**config.mk**
```make
export PLATFORM = sky130hd
export DESIGN_NAME = hs_rx_fifo
export DESIGN_NICKNAME = d
export VERILOG_FILES = /design/src/rtl/hs_rx_fifo.sv
export SDC_FILE = /design/constraint.sdc
export NUM_CORES = 1
export LEC_CHECK = 0
export CORE_ASPECT_RATIO = 1.25
export CORE_MARGIN = 2
export CORE_UTILIZATION = 61
export DETAILED_ROUTE_END_ITERATION = 10
export DONT_BUFFER_PORTS = 1
export HOLD_SLACK_MARGIN = 0.12
export PLACE_DENSITY = 0.77
export REMOVE_ABC_BUFFERS = 1
export SYNTH_ARGS = -nofsm -noshare
export SYNTH_HDL_FRONTEND = slang
export SYNTH_SLANG_ARGS = --single-unit
```
**constraint.sdc**
```tcl
create_clock -name rx_clock -period 3.1 [get_ports rx_clock]
set_input_delay 0.62 -clock rx_clock [delete_from_list [all_inputs] [get_ports rx_clock]]
set_output_delay 0.62 -clock rx_clock [all_outputs]
set_load 0.05 [all_outputs]
```
**src/rtl/hs_rx_fifo.sv**
```systemverilog
// hs_rx_fifo: receive side of the 4-phase send/ack link, buffering captured
// words in a fall-through FIFO that drains through a valid/ready port.
module hs_rx_fifo #(
  parameter int DATA_W  = 4,
  parameter int DEPTH   = 4,
  parameter int ADDR_W  = 2,
  parameter int STALL_W = 8
) (
  input  logic               rx_clock,
  input  logic               rx_reset,
  input  logic               rx_send,
  input  logic [DATA_W-1:0]  in_rx_dados,
  output logic               rx_ack,
  output logic               out_valid,
  output logic [DATA_W-1:0]  out_dados,
  input  logic               out_ready,
  output logic [ADDR_W:0]    rx_count,
  output logic [STALL_W-1:0] rx_stall
);

  typedef enum logic [0:0] {IDLE = 1'b0, WAIT_LOW = 1'b1} state_t;

  localparam logic [ADDR_W:0]    FULL_CNT  = (ADDR_W+1)'(DEPTH);
  localparam logic [ADDR_W:0]    CNT_ONE   = (ADDR_W+1)'(1);
  localparam logic [ADDR_W:0]    CNT_ZERO  = (ADDR_W+1)'(0);
  localparam logic [ADDR_W-1:0]  PTR_ONE   = ADDR_W'(1);
  localparam logic [ADDR_W-1:0]  PTR_ZERO  = ADDR_W'(0);
  localparam logic [STALL_W-1:0] STALL_MAX = {STALL_W{1'b1}};
  localparam logic [STALL_W-1:0] STALL_ONE = STALL_W'(1);

  state_t             state_r, state_nxt_s;
  logic [DATA_W-1:0]  mem_r [DEPTH];
  logic [ADDR_W-1:0]  wr_ptr_r, rd_ptr_r;
  logic [ADDR_W:0]    count_r, count_nxt_s;
  logic               ack_r, ack_nxt_s;
  logic [STALL_W-1:0] stall_r;
  logic               full_s, empty_s, push_s, pop_s, held_off_s;

  // Full is judged on the registered count, so a pop never frees a slot for the same edge.
  assign full_s  = (count_r == FULL_CNT);
  assign empty_s = (count_r == CNT_ZERO);
  assign pop_s   = (!empty_s) && out_ready;

  // Handshake next-state: one write per rx_send pulse, ack held until rx_send falls.
  always_comb begin
    state_nxt_s = state_r;
    ack_nxt_s   = ack_r;
    push_s      = 1'b0;
    held_off_s  = 1'b0;
    case (state_r)
      IDLE: begin
        ack_nxt_s = 1'b0;
        if (rx_send && !full_s) begin
          push_s      = 1'b1;
          ack_nxt_s   = 1'b1;
          state_nxt_s = WAIT_LOW;
        end else if (rx_send) begin
          held_off_s  = 1'b1;
        end else begin
          state_nxt_s = IDLE;
        end
      end
      WAIT_LOW: begin
        if (!rx_send) begin
          ack_nxt_s   = 1'b0;
          state_nxt_s = IDLE;
        end else begin
          ack_nxt_s   = 1'b1;
          state_nxt_s = WAIT_LOW;
        end
      end
      default: begin
        ack_nxt_s   = 1'b0;
        state_nxt_s = IDLE;
      end
    endcase
  end

  // Occupancy update; simultaneous push and pop leave it unchanged.
  always_comb begin
    count_nxt_s = count_r;
    case ({push_s, pop_s})
      2'b10:   count_nxt_s = count_r + CNT_ONE;
      2'b01:   count_nxt_s = count_r - CNT_ONE;
      default: count_nxt_s = count_r;
    endcase
  end

  // Control registers: FSM, ack, pointers, occupancy and stall counter.
  always_ff @(posedge rx_clock or negedge rx_reset) begin
    if (!rx_reset) begin
      state_r  <= IDLE;
      ack_r    <= 1'b0;
      wr_ptr_r <= PTR_ZERO;
      rd_ptr_r <= PTR_ZERO;
      count_r  <= CNT_ZERO;
      stall_r  <= {STALL_W{1'b0}};
    end else begin
      state_r <= state_nxt_s;
      ack_r   <= ack_nxt_s;
      count_r <= count_nxt_s;
      if (push_s) begin
        wr_ptr_r <= wr_ptr_r + PTR_ONE;
      end
      if (pop_s) begin
        rd_ptr_r <= rd_ptr_r + PTR_ONE;
      end
      if (held_off_s && (stall_r != STALL_MAX)) begin
        stall_r <= stall_r + STALL_ONE;
      end
    end
  end

  // Storage array; contents need no reset since the pointers gate visibility.
  always_ff @(posedge rx_clock) begin
    if (push_s) begin
      mem_r[wr_ptr_r] <= in_rx_dados;
    end
  end

  assign rx_ack    = ack_r;
  assign rx_count  = count_r;
  assign rx_stall  = stall_r;
  assign out_valid = !empty_s;
  assign out_dados = mem_r[rd_ptr_r];

endmodule
```
==> impl_results.md <==
* Status: completed
* Worst Slack Setup Final at 622 ps
* Post-DRT Antenna Nets at 0
* Ant diodes at 0
* Final WL at 2200 µm
* Number of fill cells at 169
* Area of the multi-input gates at 528 µm²
* Register area share after synthesis at 60.9%
* Crit-path cells: or3b_4, nor2b_1, inv_1, ha_1, inv_1, fa_1, xor2_1, nor2_1, xor2_1
* Layout cells sized above 1 at 13.5%
* Yosys warning total at 0
* Crit path capture type: register
* Buffers added on ports at 0
* CTS Buffer Depth at 2
* CTS Root Cell: clkbuf_4
* Starting Density at 64.7%
* Largest cells by area after synthesis: edfxtp_1 33%, dfrtp_1 28%, mux4_2 6.2%
* 1st-pass router iterations at 3
* Shortest period the worst path allows at 2480 ps
* Synth Register Bits at 32
* Routed WL per cell at 15.5 µm
* Maximum number of pins on one net before global-route repair at 17
* TNS Setup at 0 ps
* Path type of the worst min-delay path: in2reg
* Vias in the first global route at 828
* Setup violations, final at 0
* Design Power at 0.00154 W
* Slowest stage delay, CP at 590 ps
* Critical Path RT at 3350 ps
* DP Worst Slack at 617 ps
* CP arrival at 2730 ps
* Row cnt at 19
* Most frequent cells in the layout: 16 x edfxtp_1, 16 x dfrtp_1, 8 x inv_1, 8 x nand2_1, 6 x ha_1
* MaxCap Viol Count at 0
* Core Footprint at 0.00223 mm²
* GRT Total Usage at 20.3%
* Routability cong. at 0.710
* CP max FO at 8
* Pwr/cell area at 986 mW/mm²
* Critical path class: reg2reg
* Die width at 47.6 µm
* Syn Std Cell Area at 0.00145 mm²
* I/O pin cnt at 25
* Via Count at 773
* Post-Route Skew at 13.1 ps
* Final max-slew violation count at 0
* Tcrit/Tclk final at 79.9%
* CTS resizes at 0
* Lkg Pwr at 0.642 nW
* Top cell type's share of synthesized area at 33.2%
* Min Hold Slack at 383 ps
* Fin cells at 142
* Area leader, netlist: edfxtp_1
* Peak supply drop at 0.793 mV
* Placed Cells at 133
* Clk sink count at 32
* Clock Pin Slew Worst Setup and Hold Paths at 100 ps
* Via density at 5.44
* Cell count after synthesis at 101
* First-pass GRT wire length at 3690 µm
* Area Overhead vs Synth at 7.79%
* DP HPWL at 1720 µm
* Die Y at 58.4 µm
* Post-route DRC violation count at 0
* Max Freq at 404 MHz
* Reg area at 881 µm²
* Total CTS buffers at 5
* Avg Inst Size Synth at 14.3 µm²
* Netlist cell types at 28
* Fin nets at 125
* Initial antenna violation count at 0
* Die area at 0.00278 mm²
* Startpoint Class: register
* CP max-delay cell: dfrtp_1
* Final hold violations at 0
* CTS H-tree depth at 2
* Slew @ Worst Pin at 717 ps
* Unrepaired setup endpoints after global routing: false
* CTS tree: done
* Initial drt markers at 8
* GRT Residual Overflow at 0
* Max transition margin at 52.0%
* Worst skew pair latency at 320 ps
-- cells in the mapped netlist (all sizes together) --
library cell  count
a21oi             1
nor3              2
nor2              2
or3b              1
and3              3
ha                6
mux2i             2
or3               1
xnor2             5
clkbuf            2
xor2              3
fa                1
nand3             2
nand2             8
o21ai             1
edfxtp           16
dfrtp            16
and2              5
inv               8
nand3b            1
o21a              2
nor2b             1
mux2              4
mux4              4
nand2b            2
nand4             1
and4              1
-- state kept, by name (all words and copies together), names as in the netlist --
register	flops
wr_ptr_r	2
rx_ack	1
rx_count	3
rd_ptr_r	2
mem_r	16
rx_stall	8
-- critical path, delay by kind of cell (launching register included) --
| kind | cells | cell delay [ps] |
|---|---|---|
| and+or+nand+nor | 3 | 840 |
| DFF | 1 | 590 |
| adders and majority gates | 2 | 540 |
| xor gates and xnor gates | 2 | 300 |
| buffers and inverters | 2 | 150 |
-- through the flow --
stage | cell area, µm² | util, %
floorplan | 1440 | -
global placement | 1500 | 67.1
detailed placement | 1500 | 67.1
CTS | 1560 | 69.8
global route | 1560 | 69.8
finish | 1560 | 69.8
-- where the power goes --
group	switching (W)	internal (W)
Sequential	0.000224	0.000549
Combinational	0.000356	0.000200
Clock	0.000125	0.0000838
-- cells by family after synthesis --
group	Yosys count	share of synthesized area [%]
compound gates	4	1.73
buf+inv	10	2.60
flops	32	60.9
xor+xnor	8	4.84
simple gates	30	12.6
fa+ha+maj	7	6.57
mux	10	10.7
-- routing by layer --
layer | wire length, µm | track usage, %
met1 | 787 | 19.7
met4 | 42 | 10.4
met3 | 124 | 9.20
met2 | 1250 | 34.6
met5 | 0 | 0
-- final timing paths --
kind                           startpoint     endpoint  slack (ps)  cells past startpoint
setup / recovery              rx_count[1]  rx_count[2]         620                      9
hold reg to reg               rd_ptr_r[1]  rd_ptr_r[1]         600                      1
setup reg to reg              rx_count[1]  rx_count[2]         620                      9
min in group asynchronous        rx_reset  wr_ptr_r[0]         780                      1
max in group asynchronous        rx_reset       rx_ack        1850                      1
hold / removal             in_rx_dados[2]  mem_r[0][2]         380                      0
-- area by class of cell --
type / count / area share, %
Clock buffer: 6 / 2.65
Clock inverter: 2 / 0.482
Inverter: 8 / 1.93
Multi-Input combinational cell: 59 / 33.9
Sequential cell: 32 / 56.5
Tap cell: 31 / 2.49
Timing Repair Buffer: 4 / 2.09
-- repair_timing --
item,in CTS,in global routing
hold endpoints to repair,16,0
setup buffers,0,0
hold buffers,1,0
setup endpoints to repair,0,0
(Power assumes the default switching activity.)
